<file path="src/rtl/hazard_unit_mc_if.sv">
// hazard_unit_mc_if: ID-stage operand, producer and stall signals of the hazard unit
interface hazard_unit_mc_if #(
  parameter int REG_AW = 5,
  parameter int CNT_W  = 16
);
  logic [REG_AW-1:0] id_rs, id_rt, ex_rd, mem_rd;
  logic              id_rs_used, id_rt_used, id_branch;
  logic              ex_reg_write, ex_mem_read, mem_mem_read, flush;
  logic              stall, idex_bubble;
  logic [1:0]        stall_cause;
  logic [CNT_W-1:0]  stall_count;
  modport master (
    output id_rs, id_rt, id_rs_used, id_rt_used, id_branch, ex_rd, ex_reg_write,
           ex_mem_read, mem_rd, mem_mem_read, flush,
    input  stall, idex_bubble, stall_cause, stall_count
  );
  modport slave (
    input  id_rs, id_rt, id_rs_used, id_rt_used, id_branch, ex_rd, ex_reg_write,
           ex_mem_read, mem_rd, mem_mem_read, flush,
    output stall, idex_bubble, stall_cause, stall_count
  );
endinterface

</file>
<file path="src/rtl/hazard_unit_mc.sv">
// hazard_unit_mc: RAW hazard detector with multi-cycle countdown stall, flush abort and stall counter
module hazard_unit_mc #(
  parameter int REG_AW          = 5,
  parameter bit ZERO_REG_MASK   = 1'b1,
  parameter int LOAD_USE_STALLS = 1,
  parameter int BR_ALU_STALLS   = 1,
  parameter int BR_LOAD_STALLS  = 2,
  parameter int CNT_W           = 16
) (
  input logic             clk,
  input logic             rst,
  hazard_unit_mc_if.slave bus
);
  localparam logic [0:0] IDLE = 1'b0;
  localparam logic [0:0] HOLD = 1'b1;
  localparam logic [3:0] LU_N = 4'(LOAD_USE_STALLS);
  localparam logic [3:0] BA_N = 4'(BR_ALU_STALLS);
  localparam logic [3:0] BL_N = 4'(BR_LOAD_STALLS);
  logic [0:0]       r_state;
  logic [3:0]       r_cnt;
  logic [1:0]       r_cause;
  logic [CNT_W-1:0] r_count;
  logic             w_hit_ex, w_hit_mem, w_c3, w_c2, w_c3m, w_c1, w_match, w_active, w_stall;
  logic [3:0]       w_n;
  logic [1:0]       w_cause;
  function automatic logic hit(input logic [REG_AW-1:0] a, input logic u, input logic [REG_AW-1:0] rd);
    return u && a == rd && !(ZERO_REG_MASK && a == '0);
  endfunction
  assign w_hit_ex  = hit(bus.id_rs, bus.id_rs_used, bus.ex_rd) || hit(bus.id_rt, bus.id_rt_used, bus.ex_rd);
  assign w_hit_mem = hit(bus.id_rs, bus.id_rs_used, bus.mem_rd) || hit(bus.id_rt, bus.id_rt_used, bus.mem_rd);
  // A case configured for zero stall cycles drops out so the next case can match
  assign w_c3  = BL_N != 4'd0 && bus.id_branch && bus.ex_mem_read && w_hit_ex;
  assign w_c2  = BA_N != 4'd0 && bus.id_branch && bus.ex_reg_write && !bus.ex_mem_read && w_hit_ex;
  assign w_c3m = BA_N != 4'd0 && bus.id_branch && bus.mem_mem_read && w_hit_mem;
  assign w_c1  = LU_N != 4'd0 && !bus.id_branch && bus.ex_mem_read && w_hit_ex;
  assign w_match  = w_c3 || w_c2 || w_c3m || w_c1;
  assign w_active = !rst && !bus.flush;
  assign w_stall  = w_active && (r_state == HOLD || w_match);
  always_comb begin
    w_n     = w_c3 ? BL_N : (w_c2 || w_c3m) ? BA_N : w_c1 ? LU_N : 4'd0;
    w_cause = w_c3 ? 2'd3 : w_c2 ? 2'd2 : w_c3m ? 2'd3 : w_c1 ? 2'd1 : 2'd0;
  end
  assign bus.stall       = w_stall;
  assign bus.idex_bubble = w_stall;
  assign bus.stall_cause = !w_active ? 2'd0 : r_state == HOLD ? r_cause : w_cause;
  assign bus.stall_count = r_count;
  always_ff @(posedge clk) begin
    if (rst || bus.flush) begin
      r_state <= IDLE;
      r_cnt   <= 4'd0;
      r_cause <= 2'd0;
    end else if (r_state == HOLD) begin
      r_cnt <= r_cnt - 4'd1;
      if (r_cnt == 4'd1) r_state <= IDLE;
    end else if (w_match && w_n > 4'd1) begin
      r_state <= HOLD;
      r_cnt   <= w_n - 4'd1;
      r_cause <= w_cause;
    end
  end
  always_ff @(posedge clk) begin
    if (rst) r_count <= '0;
    else if (w_stall && r_count != '1) r_count <= r_count + CNT_W'(1);
  end
endmodule
</file>
<file path="src/flat_wrapper.sv">
// flat-port wrapper written by rule: the top's interface ports become plain ports
module hazard_unit_mc_flat 
#(
  parameter int REG_AW          = 5,
  parameter bit ZERO_REG_MASK   = 1'b1,
  parameter int LOAD_USE_STALLS = 1,
  parameter int BR_ALU_STALLS   = 1,
  parameter int BR_LOAD_STALLS  = 2,
  parameter int CNT_W           = 16
)
  (clk, rst, bus_id_rs, bus_id_rt, bus_id_rs_used, bus_id_rt_used, bus_id_branch, bus_ex_rd, bus_ex_reg_write, bus_ex_mem_read, bus_mem_rd, bus_mem_mem_read, bus_flush, bus_stall, bus_idex_bubble, bus_stall_cause, bus_stall_count);
  hazard_unit_mc_if #(.REG_AW(REG_AW), .CNT_W(CNT_W)) bus_i ();
  input logic clk;
  input logic rst;
  input wire logic [$bits(bus_i.id_rs)-1:0] bus_id_rs;
  input wire logic [$bits(bus_i.id_rt)-1:0] bus_id_rt;
  input wire logic [$bits(bus_i.id_rs_used)-1:0] bus_id_rs_used;
  input wire logic [$bits(bus_i.id_rt_used)-1:0] bus_id_rt_used;
  input wire logic [$bits(bus_i.id_branch)-1:0] bus_id_branch;
  input wire logic [$bits(bus_i.ex_rd)-1:0] bus_ex_rd;
  input wire logic [$bits(bus_i.ex_reg_write)-1:0] bus_ex_reg_write;
  input wire logic [$bits(bus_i.ex_mem_read)-1:0] bus_ex_mem_read;
  input wire logic [$bits(bus_i.mem_rd)-1:0] bus_mem_rd;
  input wire logic [$bits(bus_i.mem_mem_read)-1:0] bus_mem_mem_read;
  input wire logic [$bits(bus_i.flush)-1:0] bus_flush;
  output wire logic [$bits(bus_i.stall)-1:0] bus_stall;
  output wire logic [$bits(bus_i.idex_bubble)-1:0] bus_idex_bubble;
  output wire logic [$bits(bus_i.stall_cause)-1:0] bus_stall_cause;
  output wire logic [$bits(bus_i.stall_count)-1:0] bus_stall_count;
  assign bus_i.id_rs = bus_id_rs;
  assign bus_i.id_rt = bus_id_rt;
  assign bus_i.id_rs_used = bus_id_rs_used;
  assign bus_i.id_rt_used = bus_id_rt_used;
  assign bus_i.id_branch = bus_id_branch;
  assign bus_i.ex_rd = bus_ex_rd;
  assign bus_i.ex_reg_write = bus_ex_reg_write;
  assign bus_i.ex_mem_read = bus_ex_mem_read;
  assign bus_i.mem_rd = bus_mem_rd;
  assign bus_i.mem_mem_read = bus_mem_mem_read;
  assign bus_i.flush = bus_flush;
  assign bus_stall = bus_i.stall;
  assign bus_idex_bubble = bus_i.idex_bubble;
  assign bus_stall_cause = bus_i.stall_cause;
  assign bus_stall_count = bus_i.stall_count;
  hazard_unit_mc #(.REG_AW(REG_AW), .ZERO_REG_MASK(ZERO_REG_MASK), .LOAD_USE_STALLS(LOAD_USE_STALLS), .BR_ALU_STALLS(BR_ALU_STALLS), .BR_LOAD_STALLS(BR_LOAD_STALLS), .CNT_W(CNT_W)) u_core (.clk(clk), .rst(rst), .bus(bus_i));
endmodule
</file>
<file path="config.mk">
export PLATFORM = sky130hd
export DESIGN_NAME = hazard_unit_mc_flat
export DESIGN_NICKNAME = d
export VERILOG_FILES = /design/src/rtl/hazard_unit_mc_if.sv /design/src/rtl/hazard_unit_mc.sv /design/src/flat_wrapper.sv
export SDC_FILE = /design/constraint.sdc
export NUM_CORES = 1
export LEC_CHECK = 0
export BUFFER_PORTS_ARGS = -buffer_cell sky130_fd_sc_hd__buf_2
export CAP_MARGIN = 40
export CELL_PAD_IN_SITES_DETAIL_PLACEMENT = 0
export CELL_PAD_IN_SITES_GLOBAL_PLACEMENT = 1
export CORE_ASPECT_RATIO = 2
export CORE_MARGIN = 2
export CORE_UTILIZATION = 26
export CTS_CLUSTER_DIAMETER = 100
export DETAILED_ROUTE_END_ITERATION = 6
export MAX_ROUTING_LAYER = met4
export PLACE_DENSITY = 0.71
export SYNTH_ARGS = -nofsm -noshare
export SYNTH_HDL_FRONTEND = slang
export SYNTH_SLANG_ARGS = --single-unit
</file>
<file path="constraint.sdc">
create_clock -name clk -period 2.2 [get_ports clk]
set_input_delay 0.11 -clock clk [delete_from_list [all_inputs] [get_ports clk]]
set_output_delay 0.11 -clock clk [all_outputs]
set_load 0.01 [all_outputs]
</file>
# [After elaboration in Yosys (flattened, before gate mapping)]
# Cells that the tools add are included.
[word_totals] out_inout_bits=20 ff_bits=23
[op_classes] muxes=14 bitwise_logic=1 n_lt_le_gt_ge=1 n_reduce_logical=39 n_eq_ne=6 add_sub_neg=3
[ops] op="$logic_and 1x1->1" count=21
[ops] op="$eq 5x5->1" count=4
[ops] op="$add 16x1->16 const B" count=1
[ops] op="$mux 4" count=4
[ops] op="$ne 16x16->1 const B" count=1
[ops] op="$logic_not 5->1" count=2
[ops] op="$mux 2" count=5
[ops] op="$logic_or 1x1->1" count=8
[ops] op="$sub 4x1->4 const B" count=2
[ops] op="$logic_not 1->1" count=6
[ops] op="$mux 1" count=5
[ops] op="$eq 4x1->1 const B" count=1
[ops] op="$gt 4x1->1 const B" count=1
[ops] op="$reduce_and 2->1" count=1
[ops] op="$reduce_bool 2->1" count=1
[ops] op="$not 1->1" count=1

# [Depth between registers and ports, before layout]
[logic_depth] depth_word=12 depth_mapped=8 ltp_nobuf=7

# [Least setup slack after synthesis]
# Ideal clock, no wire load.
[synth_timing] kind="reg2reg" startpoint="reg u_core.r_count[6], in the netlist u_core.bus.stall_count[6]" endpoint="reg u_core.r_count[6], in the netlist u_core.bus.stall_count[6]" path_stages_with_launch=8 arrival_ns=2.027 setup_slack_ns=0.051 path_buffers=1 required_ns=2.079 setup_ns=0.121 synth_period_minus_slack_ns=2.149 cell_sequence="dfxtp_1 > nand4_1 > or3_1 > nor3_2 > buf_2 > nand2b_1 > nor2_2 > mux2_4"
[synth_via] elab_chain_cells=2
[synth_lines] element="start: declaration" line_no="hazard_unit_mc.sv:22" text="logic [CNT_W-1:0] r_count;"
[synth_lines] element="start signal: assignment" line_no="hazard_unit_mc.sv:63" text="else if (w_stall && r_count != '1) r_count <= r_count + CNT_W'(1);"
[synth_lines] element="parallel branches: the longest is 2 deep, another holds $add 16x1->16"
# Several ways; the timed one is not identified.
# A chain may end at the register's enable or synchronous reset.

# [Worst setup path after layout]
[layout_timing] startpoint="in bus_id_rs[1]" endpoint="out bus_stall_cause[0]"
[layout_via] elab_chain_cells=11
[layout_lines] element="start: declaration" line_no="flat_wrapper.sv:15" text="input wire logic [$bits(bus_i.id_rs)-1:0] bus_id_rs;"
[layout_lines] element="$eq 5x5->1 or $logic_not 5->1 (tied branches)" line_no="hazard_unit_mc.sv:27" text="return u && a == rd && !(ZERO_REG_MASK && a == '0);"
[layout_lines] element="$logic_and 1x1->1 or $logic_not 1->1 (tied branches)" line_no="hazard_unit_mc.sv:27"
[layout_lines] element="$logic_and 1x1->1" line_no="hazard_unit_mc.sv:27"
[layout_lines] element="$logic_or 1x1->1" line_no="hazard_unit_mc.sv:29" text="assign w_hit_ex = hit(bus.id_rs, bus.id_rs_used, bus.ex_rd) || hit(bus.id_rt, bus.id_rt_used, bus.ex_rd);"
[layout_lines] element="$logic_and 1x1->1" line_no="hazard_unit_mc.sv:35" text="assign w_c1 = LU_N != 4'd0 && !bus.id_branch && bus.ex_mem_read && w_hit_ex;"
[layout_lines] element="$mux 1" line_no="hazard_unit_mc.sv:41" text="w_cause = w_c3 ? 2'd3 : w_c2 ? 2'd2 : w_c3m ? 2'd3 : w_c1 ? 2'd1 : 2'd0;"
[layout_lines] element="$mux 2 (2 in series)" line_no="hazard_unit_mc.sv:41"
[layout_lines] element="$mux 2 (*)" line_no="hazard_unit_mc.sv:41"
[layout_lines] element="$mux 2 (*) (2 in series)" line_no="hazard_unit_mc.sv:45" text="assign bus.stall_cause = !w_active ? 2'd0 : r_state == HOLD ? r_cause : w_cause;"
[layout_lines] element="end: declaration" line_no="flat_wrapper.sv:28" text="output wire logic [$bits(bus_i.stall_cause)-1:0] bus_stall_cause;"
# Every way passes the cells marked *; elsewhere a longest branch is shown, timed or not.

==> results.md <==
- Worst vdd ir: 0.256 mV
- Largest family of logic cells by synthesized area: simple AND/OR/NAND/NOR gates
- CP arrival: 1.92 ns
- Area growth syn-to-layout: 29.2%
- FMAX: 493 MHz
- H-Tree Depth: 1
- Synth Cell Area: 1560 um^2
- Worst relative slew slack: 59.6%
- Total gr overflow: 0
- Tot GR Track Use: 12.9%
- Largest net degree at the start of global routing: 18
- Fin. Hold Viols: 0
- Synth Area in Compound Gates: 20.6%
- Failing checks: design-rule violations
- CP bufs+invs: 3
- Mux cell area share after synthesis: 2.89%
- Filler Cells Inserted: 647
- Initial antenna violation count: 0
- Seq/Total Area, Yosys: 29.5%
- Die height: 114 um
- # hold bufs at CTS: 0
- CTS tree: yes
- CP delay by family, top: compound AO/OA/AOI/OAI gates
- Synth Area in Adders: 2.41%
- HPWL Detailed: 3200 um
- Crit-path max FO: 4
- Leakage: 0.788 nW
- # setup viols final: 0
- EDFF count, synth: 0
- Hold WS: 0.219 ns
- Fin Clk Skew: 0.00336 ns
- I/O pin count: 49
- PortBufs: 48
- Cells after Synth: 185
- Residual DRC count: 3
- Via count: 1530
- Min Tclk post-route: 2.03 ns
- Die ar.: 6670 um^2
- Sink Count: 23
- Clock latency on the worst-skew pair: 0.26 ns
- Antenna Cells: 0
- Yosys cell types: 49
- CP peak stage delay: 0.52 ns
- Syn. warnings: 0
- CP startpoint kind: input port
- Combinational Power Share: 12.6%
- Worst path slowest cell: or4_1
- Crit. End Element: output port
- Slew Viols, Final: 0
- Pwr Density: 462 nW/um^2
- WS Path Type: input port to output port
- Core region area: 5910 um^2
- Switch Pwr: 0.213 mW
- First-pass GRT wire length: 6770 um
- Synth Area in Simple Gates: 25.8%
- Starting Density: 26.4%
- Commonest cells after routing, fill and taps aside: buf_2 (48), dfxtp_1 (23), xnor2_1 (17)
- Clock Tree Buf Depth: 2
- Initial DRT Pass Iterations: 6
- Max cap viols: 0
- XOR/XNOR share of the synthesized area: 12.9%
- Sequential power share: 44.9%
- Final GP Congestion: 0.840
- Main synth FF type: dfxtp_1
- Asr flop ratio synth: 0%
- Vias in the first global route: 1526
- Part of the power in the clock network: 42.5%
- Crit-path cells: buf_2 > or4_1 > o21ai_1 > nor4_1 > buf_4 > o21ai_1 > o22ai_1 > a31oi_1 > buf_2
- Worst slew pin tran: 0.599 ns
- Worst Path Required: 2.09 ns
- Average vias per placed instance: 5.02
- CTS root buffer: clkbuf_16
- Net count, final: 275
- Post-route insts no fill: 305
- Share of layout cells above drive strength 1: 32.6%
- Int Power: 0.719 mW
- Most common cell after layout, fill and taps aside: buf_2
- Antenna-violating nets left: 0
- DRT Wirelength: 3960 um
- Hold Crit Class: input port to flip-flop
- Die X: 58.8 um
- Fin crit share: 92.1%
- Placed cell count: 301
- Initial DRC Count: 54
- Total Negative Setup Slacks: 0 ns
- #FFs+latches synth: 23
- Unrepaired setup endpoints after global routing: false
- Clock-pin slew on the worst setup and hold paths: 0.06 ns
- Site Rows: 40
- Num CTS Buffers: 3
- Mean post-synth cell area: 8.43 um^2
- Sw frac: 22.8%
- Syn Nets: 217
- Outcome: finished with violations
- Routed WL per cell: 13.0 um
## cell usage after synthesis, types with 3 or more instances
| cell | number | area share (%) |
|---|---|---|
| a21o_1 | 4 | 1.9 |
| a21oi_1 | 11 | 3.5 |
| and3_1 | 4 | 1.6 |
| dfxtp_1 | 23 | 30 |
| ha_1 | 3 | 2.4 |
| inv_1 | 14 | 3.4 |
| mux2_4 | 3 | 2.9 |
| nand2_1 | 8 | 1.9 |
| nand2b_1 | 4 | 1.6 |
| nand3_1 | 10 | 3.2 |
| nand4_1 | 5 | 2.0 |
| nor2_1 | 12 | 2.9 |
| nor2b_1 | 3 | 1.2 |
| nor3_1 | 3 | 0.96 |
| nor4_1 | 5 | 2.0 |
| o21a_1 | 3 | 1.4 |
| o21ai_0 | 4 | 1.3 |
| or3_1 | 3 | 1.2 |
| or4_1 | 4 | 1.9 |
| xnor2_1 | 17 | 9.5 |
| xor2_1 | 6 | 3.4 |
## power by group through the flow
stage          registers, mW  logic [mW]  clock network, mW
3_3_place_gp           0.427       0.116                  0
3_5_place_dp           0.427       0.118                  0
6_report               0.418       0.118              0.396
2_1_floorplan          0.428      0.0621                  0
5_1_grt                0.418       0.130              0.421
4_1_cts                0.418       0.118              0.406
## logic make-up after synthesis
family	Yosys count
buffers and inverters	21
DFF	23
AOI/OAI and AO/OA	43
and+or+nand+nor	69
muxes	3
adders and majority gates	3
xor gates and xnor gates	23
## repair_timing
item,4_1_cts,5_1_grt
hold endpoints to repair,0,0
setup buffers,0,0
endpoints found under the setup margin,0,2
resized for setup,0,2
## layout make-up
cell class / count / area [um^2] / share of cell area, %
inverter: 14 / 52.6 / 2.61
tap: 63 / 78.8 / 3.91
sequential: 23 / 460 / 22.8
timing repair buffer: 60 / 330 / 16.4
clock buffer: 4 / 78.8 / 3.91
multi-input combinational: 141 / 1010 / 50.3
## metrics by stage
| step | power [mW] | util [%] | instance area, um^2 | worst slack (ns) |
|---|---|---|---|---|
| final | 0.931 | 34.1 | 2020 | 0.174 |
| after global routing | 0.969 | 34.1 | 2020 | 0.0464 |
| after CTS | 0.942 | 34.0 | 2010 | 0.0751 |
| after detailed placement | 0.545 | 32.7 | 1930 | -0.0222 |
| after global placement | 0.543 | 32.7 | 1930 | 0.0527 |
| after floorplan | 0.490 | - | 1560 | 0.0512 |
## final timing paths
kind	start	endpoint	slack (ns)	cells after the start
max	bus_id_rs[1]	bus_stall_cause[0]	0.17	9
min	rst	u_core.bus.stall_count[0]	0.22	2
max reg2reg	u_core.bus.stall_count[8]	u_core.bus.stall_count[13]	0.23	8
min reg2reg	u_core.r_cause[0]	u_core.r_cause[0]	0.44	2
## registers in the layout, indices dropped and copies added, names as in the netlist
| signal | flops |
|---|---|
| u_core.r_cnt | 4 |
| u_core.bus.stall_count | 16 |
| u_core.r_cause | 2 |
| u_core.r_state | 1 |
## routing by layer
metal | routed length, um | GRT usage (%) | share of wire, % | vias to the layer above
met5 | 0 | - | 0 | -
met4 | 21 | 3.18 | 0.53 | 0
met3 | 235 | 2.15 | 5.9 | 2
met2 | 1920 | 20.9 | 48 | 51
met1 | 1780 | 16.4 | 45 | 693
li1 | - | - | - | 784
(Power assumes the default switching activity.)
